## src/rtl/key_lookup_arbiter_if.sv

```systemverilog
// Request channel between the key-lookup arbiter (master) and the shared lookup engine (slave).
// The master presents key/src/valid; the engine answers with ready and a one-cycle done pulse.
interface key_lookup_arbiter_if #(
   parameter int KEY_WIDTH = 32,
   parameter int SRC_WIDTH = 2
);
   logic [KEY_WIDTH-1:0] o_lkp_key;
   logic [SRC_WIDTH-1:0] o_lkp_src;
   logic                 o_lkp_valid;
   logic                 i_lkp_ready;
   logic                 i_lkp_done;

   modport master (output o_lkp_key, o_lkp_src, o_lkp_valid, input i_lkp_ready, i_lkp_done);
   modport slave  (input o_lkp_key, o_lkp_src, o_lkp_valid, output i_lkp_ready, i_lkp_done);
endinterface

```

## src/rtl/key_lookup_arbiter.sv

```systemverilog
// Round-robin arbiter sharing one single-outstanding key-lookup engine among NUM_REQ extractors.
// Optional per-requester drop counters are built when KEY_ARB_STATS_EN is defined.
module key_lookup_arbiter #(
   parameter int NUM_REQ   = 4,
   parameter int SRC_WIDTH = 2,
   parameter int KEY_WIDTH = 32,
   parameter int TIMEOUT   = 255
`ifdef KEY_ARB_STATS_EN
   ,parameter int CNT_WIDTH = 16
`endif
) (
   input  logic                         axis_aclk,
   input  logic                         axis_reset,
   input  logic [NUM_REQ*KEY_WIDTH-1:0] i_key,
   input  logic [NUM_REQ-1:0]           i_key_valid,
   key_lookup_arbiter_if.master         lkp,
   output logic [NUM_REQ-1:0]           o_pending,
   output logic                         o_busy,
   output logic                         o_timeout
`ifdef KEY_ARB_STATS_EN
   ,output logic [NUM_REQ*CNT_WIDTH-1:0] o_drop_cnt
`endif
);

   localparam int TMR_W = $clog2(TIMEOUT);

   typedef enum logic [1:0] {ST_IDLE, ST_ISSUE, ST_WAIT_DONE} state_t;

   state_t               state;
   logic [NUM_REQ-1:0]   pend;
   logic [KEY_WIDTH-1:0] hold [NUM_REQ];
   logic [SRC_WIDTH-1:0] ptr;
   logic [TMR_W-1:0]     timer;
   logic [SRC_WIDTH-1:0] win;
   logic [SRC_WIDTH-1:0] cand;
   logic                 found;
   logic [NUM_REQ-1:0]   grant;
   logic [NUM_REQ-1:0]   accept;

   // Search starts one past the last winner so every requester is served in turn.
   always_comb begin
      win   = ptr;
      cand  = '0;
      found = 1'b0;
      for (int k = 1; k <= NUM_REQ; k++) begin
         cand = SRC_WIDTH'((int'(ptr) + k) % NUM_REQ);
         if (!found && pend[cand]) begin
            found = 1'b1;
            win   = cand;
         end
      end
   end

   always_comb begin
      grant = '0;
      if (state == ST_IDLE && found) grant[win] = 1'b1;
   end

   // A slot freed by this cycle's grant may be refilled in the same cycle.
   assign accept = i_key_valid & (~pend | grant);

   always_ff @(posedge axis_aclk) begin
      for (int i = 0; i < NUM_REQ; i++) begin
         if (accept[i]) hold[i] <= i_key[i*KEY_WIDTH +: KEY_WIDTH];
      end
   end

   always_ff @(posedge axis_aclk or posedge axis_reset) begin
      if (axis_reset) begin
         state           <= ST_IDLE;
         pend            <= '0;
         ptr             <= SRC_WIDTH'(NUM_REQ - 1);
         timer           <= '0;
         o_timeout       <= 1'b0;
         lkp.o_lkp_key   <= '0;
         lkp.o_lkp_src   <= '0;
         lkp.o_lkp_valid <= 1'b0;
      end else begin
         o_timeout <= 1'b0;
         pend      <= (pend & ~grant) | accept;
         case (state)
            ST_IDLE: begin
               if (found) begin
                  lkp.o_lkp_key   <= hold[win];
                  lkp.o_lkp_src   <= win;
                  lkp.o_lkp_valid <= 1'b1;
                  ptr             <= win;
                  state           <= ST_ISSUE;
               end
            end
            ST_ISSUE: begin
               if (lkp.i_lkp_ready) begin
                  lkp.o_lkp_valid <= 1'b0;
                  timer           <= '0;
                  state           <= ST_WAIT_DONE;
               end
            end
            ST_WAIT_DONE: begin
               // A done arriving on the last allowed cycle still counts as a completion.
               if (lkp.i_lkp_done) begin
                  state <= ST_IDLE;
               end else if (timer == TMR_W'(TIMEOUT - 1)) begin
                  o_timeout <= 1'b1;
                  state     <= ST_IDLE;
               end else begin
                  timer <= timer + 1'b1;
               end
            end
            default: state <= ST_IDLE;
         endcase
      end
   end

   assign o_busy    = (state != ST_IDLE);
   assign o_pending = pend;

`ifdef KEY_ARB_STATS_EN
   logic [NUM_REQ-1:0] drop;

   assign drop = i_key_valid & pend & ~grant;

   always_ff @(posedge axis_aclk or posedge axis_reset) begin
      if (axis_reset) begin
         o_drop_cnt <= '0;
      end else begin
         for (int i = 0; i < NUM_REQ; i++) begin
            if (drop[i] && (o_drop_cnt[i*CNT_WIDTH +: CNT_WIDTH] != {CNT_WIDTH{1'b1}}))
               o_drop_cnt[i*CNT_WIDTH +: CNT_WIDTH] <= o_drop_cnt[i*CNT_WIDTH +: CNT_WIDTH] + CNT_WIDTH'(1);
         end
      end
   end
`else
   // Keys arriving on an occupied slot are discarded without any record.
`endif

endmodule

```

## src/flat_wrapper.sv

```systemverilog
// flat-port wrapper written by rule: the top's interface ports become plain ports
module key_lookup_arbiter_flat 
#(
   parameter int NUM_REQ   = 4,
   parameter int SRC_WIDTH = 2,
   parameter int KEY_WIDTH = 32,
   parameter int TIMEOUT   = 255

)
  (axis_aclk, axis_reset, i_key, i_key_valid, o_pending, o_busy, o_timeout, lkp_o_lkp_key, lkp_o_lkp_src, lkp_o_lkp_valid, lkp_i_lkp_ready, lkp_i_lkp_done);
  key_lookup_arbiter_if #(.KEY_WIDTH(KEY_WIDTH), .SRC_WIDTH(SRC_WIDTH)) lkp_i ();
  input  logic axis_aclk;
  input  logic axis_reset;
  input  logic [NUM_REQ*KEY_WIDTH-1:0] i_key;
  input  logic [NUM_REQ-1:0] i_key_valid;
  output logic [NUM_REQ-1:0] o_pending;
  output logic o_busy;
  output logic o_timeout;
  output wire logic [$bits(lkp_i.o_lkp_key)-1:0] lkp_o_lkp_key;
  output wire logic [$bits(lkp_i.o_lkp_src)-1:0] lkp_o_lkp_src;
  output wire logic [$bits(lkp_i.o_lkp_valid)-1:0] lkp_o_lkp_valid;
  input wire logic [$bits(lkp_i.i_lkp_ready)-1:0] lkp_i_lkp_ready;
  input wire logic [$bits(lkp_i.i_lkp_done)-1:0] lkp_i_lkp_done;
  assign lkp_o_lkp_key = lkp_i.o_lkp_key;
  assign lkp_o_lkp_src = lkp_i.o_lkp_src;
  assign lkp_o_lkp_valid = lkp_i.o_lkp_valid;
  assign lkp_i.i_lkp_ready = lkp_i_lkp_ready;
  assign lkp_i.i_lkp_done = lkp_i_lkp_done;
  key_lookup_arbiter #(.NUM_REQ(NUM_REQ), .SRC_WIDTH(SRC_WIDTH), .KEY_WIDTH(KEY_WIDTH), .TIMEOUT(TIMEOUT)) u_core (.axis_aclk(axis_aclk), .axis_reset(axis_reset), .i_key(i_key), .i_key_valid(i_key_valid), .lkp(lkp_i), .o_pending(o_pending), .o_busy(o_busy), .o_timeout(o_timeout));
endmodule
```

## config.mk

```make
export PLATFORM = sky130hd
export DESIGN_NAME = key_lookup_arbiter_flat
export DESIGN_NICKNAME = d
export VERILOG_FILES = /design/src/rtl/key_lookup_arbiter_if.sv /design/src/rtl/key_lookup_arbiter.sv /design/src/flat_wrapper.sv
export SDC_FILE = /design/constraint.sdc
export NUM_CORES = 1
export LEC_CHECK = 0
export BUFFER_PORTS_ARGS = -buffer_cell sky130_fd_sc_hd__buf_2
export CORE_AREA = 2 2 145 147
export CTS_BUF_LIST = sky130_fd_sc_hd__clkbuf_4 sky130_fd_sc_hd__clkbuf_8
export DETAILED_ROUTE_END_ITERATION = 6
export DIE_AREA = 0 0 147 149
export GPL_ROUTABILITY_DRIVEN = 0
export SYNTH_ARGS = -nofsm -noshare
export SYNTH_HDL_FRONTEND = slang
export SYNTH_SLANG_ARGS = --single-unit
```

## constraint.sdc

```tcl
create_clock -name axis_aclk -period 7.65 [get_ports axis_aclk]
set_clock_uncertainty 0.1 [all_clocks]
set_input_delay 1.53 -clock axis_aclk [delete_from_list [all_inputs] [get_ports axis_aclk]]
set_output_delay 1.53 -clock axis_aclk [all_outputs]
set_load 0.03 [all_outputs]
```

==> results of run 1 <==
==> worst max-delay path, cell delays in order (launching register included) <==
cell	delay, ns
dfrtp_1	0.49
or4_1	0.61
and2_1	0.28
nand2_2	0.82
o21ai_0	0.27
and2_2	0.58
==> power by group through the flow <==
stage	combinational, µW	sequential (µW)	clock, µW
after floorplan	893	1670	0
after global placement	1360	1520	0
after detailed placement	1400	1520	0
after CTS	1400	1500	638
after global routing	1490	1530	678
final	1370	1500	619
==> routing by layer <==
metal | track usage, % | up-vias | wire, µm
met3 | 4.19 | 13 | 1060
li1 | - | 1956 | -
met1 | 20.8 | 2080 | 7290
met2 | 25.3 | 165 | 8010
met4 | 3.27 | 2 | 148
met5 | 0 | - | 8
==> worst min path at each step <==
stage / start / cells after the start / endpoint
5_1_grt: u_core.lkp.o_lkp_valid / 2 / u_core.lkp.o_lkp_valid
4_1_cts: u_core.lkp.o_lkp_src[1] / 2 / u_core.lkp.o_lkp_src[1]
3_5_place_dp: u_core.lkp.o_lkp_src[1] / 2 / u_core.lkp.o_lkp_src[1]
2_1_floorplan: u_core.state[1] / 1 / u_core.state[0]
3_3_place_gp: u_core.lkp.o_lkp_valid / 2 / u_core.lkp.o_lkp_valid
6_report: u_core.lkp.o_lkp_src[1] / 2 / u_core.lkp.o_lkp_src[1]
==> state kept, by name, summed over array words and instances (netlist names) <==
name and count:
u_core.lkp.o_lkp_valid 1, u_core.timer 8, u_core.lkp.o_lkp_src 2, u_core.lkp.o_lkp_key 32, u_core.state 2, u_core.hold 128, u_core.o_timeout 1, u_core.ptr 2
u_core.o_pending 4
==> through the flow <==
step           util, %  power (µW)  instances
2_1_floorplan        -        2570        420
3_3_place_gp      39.4        2880        853
3_5_place_dp      39.4        2920        853
4_1_cts           41.3        3540        885
5_1_grt           41.3        3700        885
6_report          41.3        3490        885
==> logic make-up (layout without fill, tap and decap cells) <==
kind of cell | after synthesis | count (layout) | share of synthesized area, %
mux | 64 | 64 | 9.13
xor+xnor | 6 | 6 | 0.749
buf+inv | 29 | 219 | 2.73
simple gates | 82 | 82 | 5.24
flops | 180 | 180 | 73.4
fa+ha+maj | 2 | 2 | 0.357
compound gates | 57 | 57 | 8.43
==> final cells by class <==
type	instances	area share (%)
Clock buffer	19	2.94
Clock inverter	13	1.46
Inverter	9	0.398
Multi-Input combinational cell	211	19.9
Sequential cell	180	60.7
Tap cell	275	4.06
Timing Repair Buffer	178	10.6
==> layout by cell type (no fill, tap or decap), types with 2 or more instances in the layout <==
master and count:
clkbuf_4 2, o21ai_0 5, clkinvlp_4 3, nand2_1 42, nand2_2 2, nor3b_1 2
dfrtp_1 50, clkbuf_8 17, o21ai_1 3, inv_1 7, xnor2_1 6, a21o_1 2
clkinv_4 2, nand3_1 5, edfxtp_1 128, buf_4 2, mux2i_1 64, o221ai_2 20
a21oi_1 4, dfstp_2 2, inv_2 2, o221ai_1 11, and2_1 2, and2_2 4
ha_1 2, buf_2 176, clkinv_2 2, inv_6 5, nand2b_1 5, a211oi_1 3
nor2_1 14
==> impl_metrics.csv, run 1 <==
group,metric,value,unit
power,switching_share,39.6,%
floorplan,io_pins,177,
critical_path,worst_setup_path_start_kind,"flip-flop",
clock_tree,cts.repair.resized,0,
clock_tree,clk_latency,0.45,ns
synthesis,yosys-top-cells-area,"edfxtp_1 (55%), dfrtp_1 (18%), mux2i_1 (9.1%), o221ai_2 (4.3%), nand2_1 (2.3%)",
sta,finalHoldViolCount,0,
drt,drtAntennaViolNets,0,
drt,vias,4216,
synthesis,yosysSeqAreaShare,73.4,%
critical_path,startpoint,"u_core.o_pending[3]",
clock_tree,cts_buffer_depth,2,
power,p_sw,1380,µW
finish,drive_above_1_share,39.8,%
sta,tns,0,ns
clock_tree,cts_tree,"yes",
critical_path,path_class,"flip-flop to flip-flop",
finish,fillers,1952,
sta,hold_ws,0.379,ns
sta,relSlewSlack,24.1,%
synthesis,synth_seq_cells,180,
floorplan,die_h,149,µm
critical_path,worstPathMaxFanout,36,
synthesis,synth_edf_count,128,
sta,fin_crit_sh,46.4,%
synthesis,yosys.area.top_type_share,54.8,%
sta,setup_viol,0,
finish,area_delta_synth_final,20.9,%
critical_path,reg2reg_depth,5,
clock_tree,hold_buffers,0,
global_route,antenna_found_initial,1,
finish,antenna_cells,0,
global_route,gr-total-overflow,0,
finish,multi_input_area,1690,µm²
power,clkPwrFrac,17.8,%
power,seq_power_share,43.1,%
drt,wl,16.5,mm
finish,post-route-cell-area,8480,µm²
placed_design,hpwl,10.8,mm
synthesis,synth_ff_type,"edfxtp_1",
placed_design,portBuffers,176,
power,combPwrFrac,39.2,%
global_route,grt_max_degree,52,
power,p_leak,0.00348,µW
synthesis,yosys.area.top_type,"edfxtp_1",
critical_path,crit_path_end_kind,"flip-flop",
synthesis,postSynthCellCount,420,
sta,grt_setup_unrepaired,"false",
drt,drt_iter0_markers,228,
sta,fin_ws,4.10,ns
clock_tree,cts-root-buf,"clkbuf_8",
finish,nets,735,
floorplan,start_util,34.1,%
sta,timing.fmax,282,MHz
power,powerDensity,411,nW/µm²
critical_path,required,7.61,ns
synthesis,syn_area_per_cell,16.7,µm²
synthesis,syn_nets,558,
global_route,grt_usage,15.4,%
drt,drc,0,
critical_path,worstReg2RegStart,"u_core.o_pending[3]",
sta,maxSlewViolCount,0,
finish,seqCellArea,5150,µm²
outcome,status,"completed",
synthesis,synth.most_common_cell,"edfxtp_1",
placed_design,place_area,8110,µm²
synthesis,synth_warnings,0,
critical_path,endpoint,"u_core.hold[2][10]",
critical_path,ff2ff_setup_slack,4.10,ns
placed_design,dp_slack,4.08,ns
global_route,grt_pass1_wl,25.1,mm
min_path,hold_path.class,"flip-flop to flip-flop",
synthesis,synth_area,7020,µm²
floorplan,dieArea,21900,µm²
power,peakVddDrop,0.183,mV
synthesis,synth_common_cells,"edfxtp_1 (128), mux2i_1 (64), dfrtp_1 (50)",
clock_tree,cts_setup_buffers,0,
clock_tree,numCtsBuffers,17,
drt,dr.pass1.iters,5,
global_route,grt_pass1_vias,4409,
floorplan,rows,53,
sta,fin_crit,3.55,ns
floorplan,fp.coreArea,20600,µm²
clock_tree,cts_sinks,180,
sta,tightest_slew,1.14,ns
critical_path,cp.arrival,3.51,ns
floorplan,fp.dieW,147,µm
clock_tree,htreeDepth,4,
synthesis,ys_types,42,
power,internal_power,2110,µW
drt,vias_per_cell,4.76,
critical_path,r2r_end,"u_core.hold[2][10]",
clock_tree,path_clk_slew,0.10,ns
flow_run,maxCapViolCount,0,
drt,wl_per_cell,18.7,µm
synthesis,async_flop_share,28.9,%
Note: power is estimated with default switching activity, not from simulation.
==> run 2, diff against run 1 <==
clock period = 3.23 ns   (was 7.65 ns; I/O delays follow)
==> impl_metrics.csv, run 2 (synthesized netlist as in run 1, its figures left out) <==
group,metric,value,unit
min_path,hold_path.class,"input port to flip-flop",
clock_tree,cts.repair.resized,0,
critical_path,worst_setup_path_start_kind,"flip-flop",
drt,drt_iter0_markers,236,
finish,multi_input_area,1690,µm²
finish,area_delta_synth_final,22.0,%
sta,hold_ws,0.266,ns
flow_run,maxCapViolCount,0,
drt,vias,4163,
floorplan,start_util,34.1,%
finish,antenna_cells,0,
drt,vias_per_cell,4.68,
finish,fillers,1929,
drt,drc,0,
finish,layout_common_cells,"buf_2 (176), edfxtp_1 (128), mux2i_1 (64), dfrtp_1 (50), nand2_1 (42)",
clock_tree,clk_latency,0.44,ns
sta,timing.fmax,354,MHz
sta,setup_viol,0,
outcome,status,"completed",
clock_tree,cts_tree,"yes",
critical_path,cp_slowest_cell,"and2_2",
sta,fin_crit_sh,87.5,%
drt,dr.pass1.iters,4,
power,p_leak,0.00352,µW
placed_design,portBuffers,176,
drt,wl_per_cell,17.9,µm
clock_tree,cts_sinks,180,
finish,postLayoutCoreUtil,41.6,%
sta,relSlewSlack,30.6,%
sta,grt_setup_unrepaired,"false",
sta,tightest_slew,1.03,ns
placed_design,dp_cells,858,
finish,fin_cells,890,
critical_path,crit_chain,"mux2i_1, nor2_1, a211o_1, o21ai_0, and2_2",
placed_design,hpwl,10.4,mm
power,peakVddDrop,0.463,mV
clock_tree,hold_buffers,0,
global_route,grt_usage,14.9,%
drt,wl,15.9,mm
drt,drtAntennaViolNets,0,
clock_tree,numCtsBuffers,17,
floorplan,fp.coreArea,20600,µm²
floorplan,io_pins,177,
sta,maxSlewViolCount,0,
global_route,grt_max_degree,53,
finish,largest_register,"u_core.hold",
finish,seqCellArea,5150,µm²
global_route,grt_pass1_vias,4431,
clock_tree,htreeDepth,4,
critical_path,slowest_delay,0.83,ns
critical_path,path_class,"flip-flop to flip-flop",
clock_tree,cts-root-buf,"clkbuf_8",
finish,final_common_cell,"buf_2",
global_route,gr-total-overflow,0,
critical_path,cp.buffers_inverters,0,
critical_path,required,3.20,ns
global_route,antenna_found_initial,1,
floorplan,rows,53,
clock_tree,path_clk_slew,0.09,ns
critical_path,cp.arrival,2.79,ns
clock_tree,cts_buffer_depth,2,
finish,drive_above_1_share,40.3,%
floorplan,dieArea,21900,µm²
floorplan,fp.dieW,147,µm
critical_path,crit_path_end_kind,"flip-flop",
sta,fin_crit,2.83,ns
finish,largest_reg_flops,128,
sta,finalHoldViolCount,0,
sta,tns,0,ns
finish,reg_top3,"u_core.hold: 128 flops, u_core.lkp.o_lkp_key: 32 flops, u_core.timer: 8 flops",
critical_path,worstPathMaxFanout,32,
critical_path,crit_family,"simple AND/OR/NAND/NOR gates",
power,powerDensity,985,nW/µm²
floorplan,die_h,149,µm
global_route,grt_pass1_wl,24.2,mm
finish,nets,740,
clock_tree,cts_setup_buffers,0,
[run 2: cell types whose count changed in the layout (fill, tap and decap cells not counted)]
cell and delta:
bufinv_16 +2, inv_6 -2, clkbuf_4 +2, buf_4 +5
clkinv_4 -2
[run 2: final timing paths]
| path | start | end | slack, ns | depth (start not counted) |
|---|---|---|---|---|
| hold reg to reg | u_core.lkp.o_lkp_key[21] | u_core.lkp.o_lkp_key[21] | 0.39 | 2 |
| setup reg to reg | u_core.ptr[1] | u_core.hold[2][16] | 0.40 | 5 |
| hold / removal | i_key[20] | u_core.hold[0][20] | 0.27 | 1 |
| setup / recovery | u_core.ptr[1] | u_core.hold[2][16] | 0.40 | 5 |
| max in group asynchronous | axis_reset | u_core.lkp.o_lkp_key[14] | 2.23 | 3 |
| min in group asynchronous | axis_reset | u_core.lkp.o_lkp_key[5] | 0.31 | 3 |
[run 2: area by class of cell]
class	count	share of cell area (%)
clock buffer	21	3.08
sequential	180	60.1
multi-input combinational	211	19.7
timing repair buffer	183	10.9
inverter	9	0.395
tap	275	4.02
clock inverter	11	1.74
[run 2: through the flow]
step	instance area, µm²	worst slack, ns	total power (µW)
detailed placement	8150	0.408	6950
global placement	8150	0.516	6840
CTS	8560	0.369	8560
finish	8560	0.404	8430
floorplan	7020	0.506	6080
global route	8560	0.214	8910
[run 2: routing by layer]
layer / wire [µm] / global-route usage [%] / part of all wire [%]
met3: 936 / 4.25 / 5.9
met1: 7000 / 19.0 / 44
met4: 241 / 4.90 / 1.5
met2: 7760 / 24.6 / 49
met5: 0 / 0 / 0
[run 2: power breakdown]
part           switching, µW  internal [µW]  total (µW)
sequential               295           3240        3540
combinational           2150           1140        3290
clock                    796            805        1600
total                   3240           5190        8430
